<file path="src/rtl/wb_stage_pipe_reg.sv">
// wb_stage_pipe_reg: MEM->WB pipeline register carrying NUM_CH independent write-back channels.
//
// Holds one slot (valid bit plus per-channel we/waddr/wdata) between the last execute/memory
// stage and the register-file write port. The slot is controlled by the core-wide stall vector:
//   s = stall[STAGE_IDX] (this stage), d = stall[STAGE_IDX+1] (downstream stage).
// Per rising edge, in priority order:
//   reset -> clear, flush -> bubble, s & ~d -> bubble, s & d -> hold, ~s -> advance.
// On advance, a channel write enable survives only for a valid slot and a nonzero address, so
// writes to $zero never leave this stage. Address and data are captured unchanged either way.
//
// Forwarding is combinational from the registered slot only. When several channels match,
// the highest channel index wins, matching the register-file write-port resolution.
//
// Optional feature (macro PERF_CNT_EN): three saturating CNT_W-bit counters for inserted
// bubbles, held cycles and accepted valid slots. They are cleared by reset only. With the
// macro undefined, the perf_* ports and the CNT_W parameter do not exist.
//
// Ports:
//   clk          in   clock, rising edge
//   reset        in   synchronous, active-high
//   stall        in   [STALL_W-1:0] stall vector from hazard controller
//   flush        in   squash stage contents
//   in_valid     in   upstream slot holds a real instruction
//   in_we        in   [NUM_CH-1:0] per-channel write enable
//   in_waddr     in   [NUM_CH*ADDR_W-1:0] per-channel address, ch0 in LSBs
//   in_wdata     in   [NUM_CH*DATA_W-1:0] per-channel data, ch0 in LSBs
//   out_valid    out  registered valid
//   out_we       out  [NUM_CH-1:0] registered write enables
//   out_waddr    out  [NUM_CH*ADDR_W-1:0] registered addresses
//   out_wdata    out  [NUM_CH*DATA_W-1:0] registered data
//   fwd_raddr    in   [ADDR_W-1:0] forwarding query address
//   fwd_hit      out  a held valid channel writes fwd_raddr (nonzero)
//   fwd_data     out  [DATA_W-1:0] data of the matching channel, 0 if no hit
//   perf_bubble  out  [CNT_W-1:0] bubbles inserted (PERF_CNT_EN only)
//   perf_hold    out  [CNT_W-1:0] cycles held (PERF_CNT_EN only)
//   perf_retire  out  [CNT_W-1:0] valid slots accepted (PERF_CNT_EN only)

module wb_stage_pipe_reg #(
  parameter int unsigned DATA_W    = 32,
  parameter int unsigned ADDR_W    = 5,
  parameter int unsigned NUM_CH    = 2,
  parameter int unsigned STALL_W   = 6,
  parameter int unsigned STAGE_IDX = 4
`ifdef PERF_CNT_EN
  ,
  parameter int unsigned CNT_W     = 16
`endif
) (
  input  logic                     clk,
  input  logic                     reset,
  input  logic [STALL_W-1:0]       stall,
  input  logic                     flush,
  input  logic                     in_valid,
  input  logic [NUM_CH-1:0]        in_we,
  input  logic [NUM_CH*ADDR_W-1:0] in_waddr,
  input  logic [NUM_CH*DATA_W-1:0] in_wdata,
  output logic                     out_valid,
  output logic [NUM_CH-1:0]        out_we,
  output logic [NUM_CH*ADDR_W-1:0] out_waddr,
  output logic [NUM_CH*DATA_W-1:0] out_wdata,
  input  logic [ADDR_W-1:0]        fwd_raddr,
  output logic                     fwd_hit,
  output logic [DATA_W-1:0]        fwd_data
`ifdef PERF_CNT_EN
  ,
  output logic [CNT_W-1:0]         perf_bubble,
  output logic [CNT_W-1:0]         perf_hold,
  output logic [CNT_W-1:0]         perf_retire
`endif
);

  typedef enum logic [1:0] {
    ActAdvance,
    ActBubble,
    ActHold
  } act_e;

  logic                     stall_s;
  logic                     stall_d;
  act_e                     act;

  logic                     valid_q, valid_d;
  logic [NUM_CH-1:0]        we_q, we_d;
  logic [NUM_CH*ADDR_W-1:0] waddr_q, waddr_d;
  logic [NUM_CH*DATA_W-1:0] wdata_q, wdata_d;

  // Only two bits of the shared stall vector belong to this stage.
  logic unused_stall;
  assign unused_stall = ^stall;

  assign stall_s = stall[STAGE_IDX];
  assign stall_d = stall[STAGE_IDX+1];

  // Flush beats any stall state; d only matters while this stage is stalled.
  always_comb begin
    act = ActAdvance;
    if (flush) begin
      act = ActBubble;
    end else if (stall_s) begin
      act = stall_d ? ActHold : ActBubble;
    end
  end

  always_comb begin
    valid_d = valid_q;
    we_d    = we_q;
    waddr_d = waddr_q;
    wdata_d = wdata_q;
    unique case (act)
      ActBubble: begin
        valid_d = 1'b0;
        we_d    = '0;
        waddr_d = '0;
        wdata_d = '0;
      end
      ActHold: begin
        valid_d = valid_q;
      end
      default: begin
        valid_d = in_valid;
        waddr_d = in_waddr;
        wdata_d = in_wdata;
        for (int unsigned i = 0; i < NUM_CH; i++) begin
          we_d[i] = in_valid & in_we[i] & (in_waddr[i*ADDR_W +: ADDR_W] != '0);
        end
      end
    endcase
  end

  always_ff @(posedge clk) begin
    if (reset) begin
      valid_q <= 1'b0;
      we_q    <= '0;
      waddr_q <= '0;
      wdata_q <= '0;
    end else begin
      valid_q <= valid_d;
      we_q    <= we_d;
      waddr_q <= waddr_d;
      wdata_q <= wdata_d;
    end
  end

  assign out_valid = valid_q;
  assign out_we    = we_q;
  assign out_waddr = waddr_q;
  assign out_wdata = wdata_q;

  // Ascending scan so the highest matching channel overwrites lower ones.
  always_comb begin
    fwd_hit  = 1'b0;
    fwd_data = '0;
    for (int unsigned i = 0; i < NUM_CH; i++) begin
      if (valid_q && we_q[i] && (waddr_q[i*ADDR_W +: ADDR_W] == fwd_raddr) &&
          (fwd_raddr != '0)) begin
        fwd_hit  = 1'b1;
        fwd_data = wdata_q[i*DATA_W +: DATA_W];
      end
    end
  end

`ifdef PERF_CNT_EN
  logic [CNT_W-1:0] bubble_q, bubble_d;
  logic [CNT_W-1:0] hold_q, hold_d;
  logic [CNT_W-1:0] retire_q, retire_d;

  always_comb begin
    bubble_d = bubble_q;
    hold_d   = hold_q;
    retire_d = retire_q;
    if ((act == ActBubble) && (bubble_q != '1)) begin
      bubble_d = bubble_q + CNT_W'(1);
    end
    if ((act == ActHold) && (hold_q != '1)) begin
      hold_d = hold_q + CNT_W'(1);
    end
    if ((act == ActAdvance) && in_valid && (retire_q != '1)) begin
      retire_d = retire_q + CNT_W'(1);
    end
  end

  always_ff @(posedge clk) begin
    if (reset) begin
      bubble_q <= '0;
      hold_q   <= '0;
      retire_q <= '0;
    end else begin
      bubble_q <= bubble_d;
      hold_q   <= hold_d;
      retire_q <= retire_d;
    end
  end

  assign perf_bubble = bubble_q;
  assign perf_hold   = hold_q;
  assign perf_retire = retire_q;
`endif

endmodule

</file>
<file path="config.mk">
export PLATFORM = sky130hd
export DESIGN_NAME = wb_stage_pipe_reg
export DESIGN_NICKNAME = d
export VERILOG_FILES = /design/src/rtl/wb_stage_pipe_reg.sv
export SDC_FILE = /design/constraint.sdc
export NUM_CORES = 1
export LEC_CHECK = 0
export ABC_AREA = 1
export ABC_CLOCK_PERIOD_IN_PS = 1900
export BUFFER_PORTS_ARGS = -buffer_cell sky130_fd_sc_hd__buf_2
export CORE_MARGIN = 10
export CORE_UTILIZATION = 30
export DETAILED_ROUTE_END_ITERATION = 8
export SYNTH_ARGS = -nofsm -noshare
export SYNTH_HDL_FRONTEND = slang
export SYNTH_SLANG_ARGS = --single-unit
export TNS_END_PERCENT = 30
</file>
<file path="constraint.sdc">
create_clock -name clk -period 1.9 [get_ports clk]
set_input_delay 0.095 -clock clk [delete_from_list [all_inputs] [get_ports clk]]
set_output_delay 0.095 -clock clk [all_outputs]
set_load 0.02 [all_outputs]
</file>
* After elaboration in Yosys (flattened, before gate mapping)
Cells that the tools add are included.
** Storage, ports and cells
- Flip-flop bits (word level) :: 77
- Word-level logic and storage cells :: 32
- Memory bits (writable) :: 0
- Bits in read-only memories :: 0
- Output and inout port bits :: 110
- Bits in latches :: 0
- Memories kept :: 0
** Cells by class
- Bitwise operators :: 4
- $mul :: 0
- Muxes and demuxes :: 11
- Reductions and logical operators :: 9
- Add/sub/neg operators :: 0
- Shift operators :: 0
- Divide/modulo/power cells :: 0
- Equal/unequal tests :: 4
- Magnitude comparators :: 0
** Operators with widths (count)
- case mux 64 bit (2 select lines) :: 1
- 2-to-1 mux 32 bit :: 2
- case mux 10 bit (2 select lines) :: 1
- nonzero test 5 bit :: 3
- == test 5 bit :: 2
- logical AND 1 bit :: 6
- 2-to-1 mux 2 bit :: 3
- bitwise AND 1 bit :: 4
- case mux 2 bit (2 select lines) :: 1
- == test 2 x 1 -> 1 bit (second input constant) :: 1
- == test 2 bit (second input constant) :: 1
- 2-to-1 mux 1 bit :: 2
- case mux 1 bit (2 select lines) :: 1

* Logic depth before layout (Yosys ltp)
Gate-level depths: netlist of run 1.
- Word-level depth :: 5
- Mapped depth :: 10
- Depth with buffers taken out :: 9

* Least setup slack after synthesis of run 1
Ideal clock, no wire load.
- Kind :: register to output
- Start point :: register waddr_q[1] (netlist: out_waddr[1])
- End point :: output port fwd_data[10]
- Cell stages (with the launch flop) :: 10
- Data arrival time :: 1.351 ns
- Path slack :: 0.454 ns
- Path through :: dfxtp_1 -> inv_1 -> nand2_1 -> nand2_1 -> nor2_1 -> nand2_2 -> nor2_8 -> buf_8 -> nand3_2 -> nand2_1
** On the way
- Word-level cells in the longest chain between the ends :: 5
** Ends and longest elaborated chain
- start, declared :: RTL line 84 : logic [NUM_CH*ADDR_W-1:0] waddr_q, waddr_d;
- start signal, assigned :: RTL line 139 : waddr_q <= waddr_d;
- == test 5 bit :: RTL line 154 : if (valid_q && we_q[i] && (waddr_q[i*ADDR_W +: ADDR_W] == fwd_raddr) &&
- logical AND 1 bit (2 in series) :: RTL line 154
- 2-to-1 mux 32 bit (2 in series) :: RTL line 154
- end, declared :: RTL line 63 : output logic [DATA_W-1:0] fwd_data
Every way passes these cells.

* Worst setup path in the final report of run 1
- Start point :: register we_q[1] (netlist: out_we[1])
- End point :: output port fwd_data[23]
** On the way
- Word-level cells in the longest chain between the ends :: 4
** Ends and longest elaborated chain
- start, declared :: RTL line 83 : logic [NUM_CH-1:0] we_q, we_d;
- start signal, assigned :: RTL line 138 : we_q <= we_d;
- logical AND 1 bit (3 in series) :: RTL line 154
- 2-to-1 mux 32 bit :: RTL line 154
Every way passes these cells.

==> results of run 1 <==
cells by family (layout without fill, tap and decap cells):
| group | Yosys count | after routing |
|---|---|---|
| simple gates | 299 | 302 |
| compound gates | 80 | 80 |
| flops | 77 | 77 |
| buf+inv | 56 | 260 |
| xor+xnor | 1 | 1 |
synthesized netlist by cell type, drive strengths merged:
library cell	number	share of area
a21oi	79	0.11
buf	24	0.057
clkbuf	13	0.013
dfxtp	77	0.42
inv	19	0.019
nand2	216	0.22
nand3	68	0.13
nand4	1	0.0017
nor2	10	0.017
nor3	3	0.0041
o21ai	1	0.0014
or2	1	0.0017
xnor2	1	0.0024
worst reg2reg max path, cell delays in order (launching register included):
cell and delay, ns:
dfxtp_2 0.32, buf_4 0.13, nand2_1 0.05, a21oi_1 0.06
worst max-delay path by stage:
| stage | cells after the start | endpoint | start | slack (ns) |
|---|---|---|---|---|
| after floorplan | 9 | fwd_data[10] | out_waddr[1]$_SDFFE_PP0P_ | 0.45 |
| after global placement | 7 | fwd_hit | out_valid$_SDFFE_PP0P_ | 0.25 |
| after detailed placement | 7 | fwd_hit | out_waddr[6]$_SDFFE_PP0P_ | 0.23 |
| after CTS | 11 | fwd_data[31] | out_we[0]$_SDFFE_PP0P_ | -0.03 |
| after global routing | 11 | fwd_data[23] | out_waddr[7]$_SDFFE_PP0P_ | -0.04 |
| final | 9 | fwd_data[23] | out_we[1]$_SDFFE_PP0P_ | 0.03 |
layout make-up:
class | instances | area (µm²) | share of cell area
Sequential cell | 77 | 1560 | 0.277
Inverter | 19 | 71.3 | 0.0126
Clock inverter | 2 | 10.0 | 0.00177
Tap cell | 147 | 184 | 0.0326
Timing Repair Buffer | 227 | 1570 | 0.277
Multi-Input combinational cell | 383 | 2000 | 0.354
Clock buffer | 12 | 256 | 0.0454
routing by layer:
| metal | wire length (µm) | part of all wire |
|---|---|---|
| met5 | 0 | 0 |
| met4 | 247 | 0.017 |
| met3 | 1450 | 0.098 |
| met2 | 7080 | 0.48 |
| met1 | 6000 | 0.41 |
what timing repair did:
item / in CTS / in global routing
pin swaps: 1 / 14
gates cloned: 1 / 6
hold buffers: 7 / 0
resized for setup: 69 / 48
endpoints found under the hold margin: 7 / 0
setup buffers: 3 / 7
setup endpoints to repair: 33 / 33
sequential cells by signal, summed over array words and instances (netlist names):
| name | count |
|---|---|
| out_wdata | 64 |
| out_valid | 1 |
| out_waddr | 10 |
| out_we | 2 |
cells in the final DEF, fill, tap and decap left out:
cell type	synthesis	layout
buf_2	11	163
nand2_4	1	2
nor2_4	1	1
nor2_2	0	3
dfxtp_1	77	67
clkbuf_16	0	12
a21oi_4	1	1
inv_1	14	11
nand3_4	0	4
dlygate4sd3_1	0	7
nand3_1	38	34
inv_2	5	8
buf_4	1	17
o21ai_1	1	1
buf_12	0	7
buf_6	9	30
or2_2	1	1
dfxtp_4	0	3
nand4_1	1	1
clkinv_2	0	2
nand2_8	0	3
nand3_2	30	30
nor3_1	3	3
a21oi_1	78	78
nor2_8	1	1
dfxtp_2	0	7
xnor2_1	1	1
nor2_1	8	5
clkbuf_1	13	1
clkbuf_8	0	2
nand2_1	213	193
nand2_2	2	21
power breakdown:
part	leakage (nW)	internal (mW)	switching [mW]
combinational	1.82	0.170	0.274
clock	0.134	0.937	0.632
sequential	0.632	1.66	0.0436
==> results_dict.tcl, run 1 <==
set metrics [dict create \
    status "finished clean" \
    clock_path_buffers 2 \
    grt_max_degree 78 \
    slew_headroom 0.688 \
    gp_routability_congestion 0.813 \
    gr-usage-met3 0.0572 \
    worst_slack_ns 0.0275 \
    antenna_found_initial 0 \
    final_layout_size_suffix_gt1_frac 0.442 \
    path_class "flop to output pin" \
    ys_ff_latch 77 \
    cp-start-kind "flop" \
    start_util 0.307 \
    dp_slack_ns 0.230 \
    routed-via-count 4219 \
    r2r_cells 3 \
    max_cap_violations 0 \
    boundaryPins 201 \
    hold_depth 3 \
    ff2ff_setup_slack_ns 1.21 \
    syn_nets 604 \
    clk_pin_slew_ns 0.06 \
    grt_pass1_wl_um 21100 \
    tritoncts "done" \
    synth.area.mux_share 0 \
    worst_hold_slack_ns 0.0137 \
    tns_ns 0 \
    routedWlPerCell_um 17.0 \
    netlist_instances 513 \
    die_w_um 131 \
    worstPathArrival_ns 1.78 \
    grt.overflow.total 0 \
    seq_area_frac_synth 0.417 \
    core_area_um2 12000 \
    cts_sinks 77 \
    regToRegEndpoint "out_valid$_SDFFE_PP0P_" \
    grt_pass1_vias 4077 \
    hold_viol 0 \
    synth_compound_area_frac 0.111 \
    syn2layout_area_growth_pct 52.8 \
    worst_path_max_delay_cell "dfxtp_2" \
    vias_per_cell 4.87 \
    grt_busiest_layer "met2" \
    worst_hold_path_type "input port to flop" \
    clock_latency_ns 0.33 \
    yosysWarnings 0 \
    use_met1 0.180 \
    hold_end "out_wdata[3]$_SDFFE_PP0P_" \
    wl_um 14800 \
    grt.total_usage 0.155 \
    fin_crit_sh 0.986 \
    place_area_um2 4720 \
    grt_use_met2 0.254 \
    total_leakage_power_nw 2.58 \
    synth_top_family_by_area "simple AND/OR/NAND/NOR gates" \
    slowest_delay_ns 0.34 \
    rsz0062_at_grt "yes" \
    nFillCells 1209 \
    finalPower_mw 3.72 \
    nNetsFinal 808 \
    place_inst 830 \
    insertedDiodeCount 0 \
    cts_inserted_buffers 9 \
    fin_util 0.470 \
    ys_types 23 \
    die_area_um2 17200 \
    yosys.area_share.simple 0.380 \
    path_buf_inv 3 \
    drtAntennaViolNets 0 \
    path_max_fanout 7 \
    cp_common_cell "nand2_1" \
    ir_drop_uv 305 \
    power_per_cell_area_nw_per_um2 659 \
    fmax_mhz 534 \
    dp_hpwl_um 10000 \
    maxSlewViolCount 0 \
    worstPathRequired_ns 1.80 \
    root_buffer "clkbuf_16" \
    yosys.area_share.xor_xnor 0.00237 \
    dieHeight_um 131 \
    post-route-min-period_ns 1.87 \
    synthAdderAreaFrac 0 \
    instances_no_fill 867 \
    setup_viol 0 \
    dr.pass1.iters 5 \
    reg2reg_from "out_valid$_SDFFE_PP0P_" \
    htreeDepth 3 \
    syn-cell-area_um2 3690 \
    rows 40 \
    drc 0 \
    fin_skew_ns 0 \
    portBuffers 196 \
    worst_slew_pin_slew_ns 0.467 \
    drtIter0Drc 215 \
    cp-end-kind "output pin" \
    worstHoldStart "in_wdata[3]" \
    cp_top_family "simple AND/OR/NAND/NOR gates" \
    cp_cell_sequence "nand2_1, a21oi_1, nand2_2, nor2_4, buf_12, clkbuf_16, nand3_1, nand2_1, buf_4" \
    design_area_um2 5650 \
    postSynthAreaPerCell_um2 7.20 \
]
(Power assumes the default switching activity.)
==> inputs of run 2 (changes only) <==
Settings changed: ABC_CLOCK_PERIOD_IN_PS 1900 to 1600.
Clock period 1.9 ns to 1.6 ns, I/O delays scaled along.
==> run 2 against run 1 <==
Clock skew did not move; core utilization rose by 3.7 points; global-route usage rose by 0.94 points; sequential power rose by 19%; final area rose by 8.0%; flip-flop and latch count did not move; the flow now finishes with violations (negative setup slack); power rose by 24%; hold slack got worse by 0.0047 ns; die area did not move; first-iteration DRC count fell by 0.47%.
==> results_dict.tcl, run 2 (synthesis results as in run 1) <==
set metrics [dict create \
    maxSlewViolCount 0 \
    worst_path_max_delay_cell "dfxtp_4" \
    portBuffers 196 \
    antenna_found_initial 0 \
    dp_hpwl_um 10100 \
    path_class "flop to output pin" \
    root_buffer "clkbuf_16" \
    syn2layout_area_growth_pct 65.0 \
    ff2ff_setup_slack_ns 0.80 \
    cts_inserted_buffers 9 \
    cp_cell_sequence "inv_1, nand2_1, nand2_1, inv_1, nand2_2, nor2_4, buf_12, nand2_8, buf_12, nand3_1, nand2_2, buf_6" \
    vias_per_cell 4.73 \
    drc 0 \
    path_max_fanout 8 \
    cts_sinks 77 \
    worst_slew_pin_slew_ns 0.422 \
    routedWlPerCell_um 16.0 \
    p_comb_frac 0.132 \
    p_int_mw 3.51 \
    boundaryPins 201 \
    total_leakage_power_nw 2.80 \
    clk_pin_slew_ns 0.05 \
    die_area_um2 17200 \
    power_switching_mw 1.11 \
    grt_max_degree 78 \
    worst_hold_slack_ns 0.00898 \
    swShare 0.241 \
    largest_reg_flops 64 \
    core_area_um2 12000 \
    setup_viol 33 \
    layout_commonest_cell "nand2_1" \
    pwr-share-seq 0.439 \
    slowest_delay_ns 0.36 \
    ir_drop_uv 368 \
    fin_util 0.508 \
    gp_routability_congestion 0.818 \
    clock_path_buffers 2 \
    worstPathRequired_ns 1.52 \
    post-route-min-period_ns 1.80 \
    insertedDiodeCount 0 \
    grt.overflow.total 0 \
    wl_um 14700 \
    hold_depth 3 \
    worst_slack_ns -0.203 \
    grt_pass1_vias 4385 \
    layout_common_cells "184 x nand2_1, 166 x buf_2, 77 x a21oi_1" \
    clock_latency_ns 0.32 \
    fmax_mhz 555 \
    dieHeight_um 131 \
    final_layout_size_suffix_gt1_frac 0.422 \
    r2r_cells 4 \
    grt_pass1_wl_um 22400 \
    cp-start-kind "flop" \
    drtAntennaViolNets 0 \
    rows 40 \
    worst_hold_path_type "input port to flop" \
    failed_checks "negative setup slack" \
    hold_viol 0 \
    nNetsFinal 854 \
    htreeDepth 3 \
    grt.total_usage 0.164 \
    fin_skew_ns 0 \
    slew_headroom 0.719 \
    power_per_cell_area_nw_per_um2 757 \
    die_w_um 131 \
    tritoncts "done" \
    worstPathArrival_ns 1.72 \
    drtIter0Drc 214 \
    start_util 0.307 \
    cp-end-kind "output pin" \
    max_cap_violations 0 \
    fin_crit_sh 1.13 \
    pwr-share-clk 0.429 \
    dr.pass1.iters 4 \
    rsz0062_at_grt "yes" \
    status "finished with violations" \
    routed-via-count 4328 \
]
[run 2: cell count changes in the layout (fill, tap and decap cells not counted), moves of 3 or more]
cell	delta
nand2_1	-9
dlygate4sd3_1	+45
clkbuf_1	+4
buf_2	+3
dfxtp_2	+3
nand3_1	+3
nand2_2	+10
[run 2: area by class of cell]
class                           instances  area [µm²]
Inverter                               19        71.3
Multi-Input combinational cell        380        1940
Clock inverter                          1        30.0
Clock buffer                           15         258
Tap cell                              147         184
Timing Repair Buffer                  276        2050
Fill cell                            1185        5920
Sequential cell                        77        1560
[run 2: metal layers]
layer | vias to the layer above | track usage | share of wire
met5 | - | 0 | 0
met4 | 0 | 0.0549 | 0.016
met1 | 1974 | 0.191 | 0.40
li1 | 2159 | - | -
met2 | 175 | 0.273 | 0.49
met3 | 20 | 0.0612 | 0.088
[run 2: path summary, 6_finish.rpt]
| kind | from | end |
|---|---|---|
| hold reg to reg | out_we[0]$_SDFFE_PP0P_ | out_we[0]$_SDFFE_PP0P_ |
| setup / recovery | out_waddr[7]$_SDFFE_PP0P_ | fwd_data[31] |
| setup reg to reg | out_valid$_SDFFE_PP0P_ | out_valid$_SDFFE_PP0P_ |
| hold / removal | in_waddr[5] | out_waddr[5]$_SDFFE_PP0P_ |
[run 2: critical path: cells and delay by family, from the launching register on]
kind | cells | cell delay, ns
buffers and inverters | 5 | 0.53
AND/OR/NAND/NOR | 7 | 0.50
flip-flops | 1 | 0.36
[run 2: power groups by stage]
stage          Combinational (mW)  Clock [mW]  Sequential (mW)
5_1_grt                     0.666        2.13             2.04
6_report                    0.608        1.98             2.03
3_5_place_dp                0.489           0             2.07
3_3_place_gp                0.485           0             2.07
4_1_cts                     0.600        2.05             2.03
2_1_floorplan               0.200           0             2.13
[run 2: timing repair]
item / in CTS / in global routing
buffers inserted: 9 / 2
hold buffers: 52 / 0
hold endpoints to repair: 52 / 0
gates resized for setup: 83 / 36
gates cloned: 3 / 1
endpoints found under the setup margin: 33 / 33
pin swaps: 8 / 10
[run 2: through the flow]
| step | cell area [µm²] | cells | setup TNS [ns] | total power, mW | worst slack [ns] |
|---|---|---|---|---|---|
| global route | 6100 | 915 | -9.48 | 4.83 | -0.331 |
| floorplan | 3690 | 513 | 0 | 2.33 | 0.169 |
| CTS | 6010 | 914 | -7.81 | 4.68 | -0.263 |
| detailed placement | 4800 | 835 | -0.0211 | 2.56 | -0.0211 |
| global placement | 4800 | 835 | 0 | 2.55 | 0.00954 |
| finish | 6100 | 915 | -5.50 | 4.62 | -0.203 |
==> inputs of run 3 (changes only) <==
Settings changed: PLACE_DENSITY set to 0.62.
==> run 3 against run 2 <==
The run still ends with negative setup slack left; final area increased by 0.96%; combinational power increased by 8.7%; sequential power about the same; critical path type unchanged.
==> results_dict.tcl, run 3 (synthesis results as in run 1) <==
set metrics [dict create \
    pwr-share-clk 0.416 \
    reg2reg_from "out_wdata[9]$_SDFFE_PP0P_" \
    layout_common_cells "194 x nand2_1, 172 x buf_2, 77 x a21oi_1" \
    drtAntennaViolNets 0 \
    worst_slew_pin_slew_ns 0.411 \
    insertedDiodeCount 0 \
    clk_pin_slew_ns 0.06 \
    worst_hold_path_type "input port to flop" \
    htreeDepth 3 \
    hold_depth 3 \
    start_util 0.307 \
    grt_pass1_vias 4352 \
    status "finished with violations" \
    rsz0062_at_grt "yes" \
    hold_end "out_wdata[6]$_SDFFE_PP0P_" \
    drtIter0Drc 242 \
    fin_crit_sh 1.15 \
    regToRegEndpoint "out_wdata[9]$_SDFFE_PP0P_" \
    grt.total_usage 0.170 \
    setup_viol 33 \
    final_layout_size_suffix_gt1_frac 0.385 \
    gp_routability_congestion 0.820 \
    swShare 0.249 \
    die_w_um 131 \
    ir_drop_uv 591 \
    total_leakage_power_nw 2.84 \
    tns_ns -6.76 \
    rows 40 \
    p_int_mw 3.45 \
    slew_headroom 0.726 \
    grt_pass1_wl_um 22900 \
    dp_hpwl_um 9630 \
    failed_checks "negative setup slack" \
    path_max_fanout 15 \
    r2r_cells 2 \
    fin_skew_ns 0 \
    worst_slack_ns -0.243 \
    critPathLaunch "out_waddr[6]$_SDFFE_PP0P_" \
    ff2ff_setup_slack_ns 0.90 \
    antenna_found_initial 0 \
    fmax_mhz 543 \
    portBuffers 196 \
    worst_hold_slack_ns 0.0361 \
    grt.overflow.total 0 \
    routedWlPerCell_um 16.4 \
    layout_commonest_cell "nand2_1" \
    path_class "flop to output pin" \
    nFillCells 1127 \
    grt_max_degree 78 \
    instances_no_fill 924 \
    syn2layout_area_growth_pct 66.6 \
    cp-start-kind "flop" \
    pwr-share-seq 0.440 \
    cp-end-kind "output pin" \
    core_area_um2 12000 \
    nNetsFinal 864 \
    post_cts_buffers 0 \
    root_buffer "clkbuf_16" \
    worstPathRequired_ns 1.52 \
    worstPathArrival_ns 1.76 \
    clock_path_buffers 2 \
    max_cap_violations 0 \
    tritoncts "done" \
    dieHeight_um 131 \
    wl_um 15200 \
    die_area_um2 17200 \
    place_inst 832 \
    boundaryPins 201 \
    largest_reg_flops 64 \
    hold_viol 0 \
    cts_sinks 77 \
    drc 0 \
    power_switching_mw 1.15 \
    vias_per_cell 4.75 \
    maxSlewViolCount 0 \
    power_per_cell_area_nw_per_um2 747 \
    dr.pass1.iters 6 \
    routed-via-count 4388 \
    post-route-min-period_ns 1.84 \
    cts_inserted_buffers 9 \
    p_comb_frac 0.144 \
    clock_latency_ns 0.33 \
    worstHoldStart "in_wdata[6]" \
]
[run 3: cell types whose count changed in the layout (fill, tap and decap cells not counted), sizes merged]
cell and change:
dlygate4sd3 +23, clkinv +1, bufinv -1, buf -14
[run 3: worst max path at each step]
| stage | slack (ns) | to | depth (start not counted) |
|---|---|---|---|
| 2_1_floorplan | 0.17 | fwd_data[10] | 9 |
| 3_3_place_gp | 0.11 | fwd_data[25] | 10 |
| 3_5_place_dp | 0.11 | fwd_data[28] | 8 |
| 4_1_cts | -0.23 | fwd_data[28] | 9 |
| 5_1_grt | -0.36 | fwd_data[28] | 8 |
| 6_report | -0.24 | fwd_data[28] | 9 |
[run 3: through the flow]
step / setup slack, ns / area [µm²] / utilization / power [mW]
2_1_floorplan: 0.169 / 3690 / - / 2.33
3_3_place_gp: 0.112 / 4820 / 0.402 / 2.56
3_5_place_dp: 0.110 / 4820 / 0.402 / 2.57
4_1_cts: -0.234 / 6010 / 0.501 / 4.66
5_1_grt: -0.364 / 6150 / 0.512 / 4.82
6_report: -0.243 / 6150 / 0.512 / 4.60
[run 3: power groups by stage]
stage                     registers (mW)  clock network [mW]  logic (mW)
after floorplan                     2.13                   0       0.200
after global placement              2.06                   0       0.499
after detailed placement            2.06                   0       0.502
after CTS                           2.02                1.99       0.649
after global routing                2.03                2.07       0.715
final                               2.03                1.91       0.661
[run 3: worst max-delay path, stage by stage (launching register included)]
cell,delay (ns)
dfxtp_1,0.37
inv_1,0.05
nand2_1,0.05
nand3_1,0.11
a21oi_4,0.23
nand2_4,0.14
buf_12,0.18
nand3_2,0.06
nand2_1,0.07
buf_2,0.17
[run 3: cell type report]
| type | instances | area, µm² | area share |
|---|---|---|---|
| sequential | 77 | 1550 | 0.252 |
| tap | 147 | 184 | 0.0299 |
| clock inverter | 1 | 5.00 | 0.000813 |
| timing repair buffer | 286 | 2150 | 0.350 |
| inverter | 19 | 71.3 | 0.0116 |
| clock buffer | 14 | 274 | 0.0445 |
| multi-input combinational | 380 | 1910 | 0.311 |
[run 3: metal layers]
| metal | global-route usage | part of all wire |
|---|---|---|
| met5 | 0 | 0 |
| met4 | 0.0654 | 0.025 |
| met1 | 0.187 | 0.40 |
| met2 | 0.280 | 0.48 |
| met3 | 0.0778 | 0.094 |
[run 3: timing repair]
action / in CTS / in global routing
endpoints found under the setup margin: 33 / 33
endpoints found under the hold margin: 75 / 0
pin swaps: 2 / 1
gates resized for setup: 57 / 28
hold buffers: 75 / 0
cloned: 0 / 2
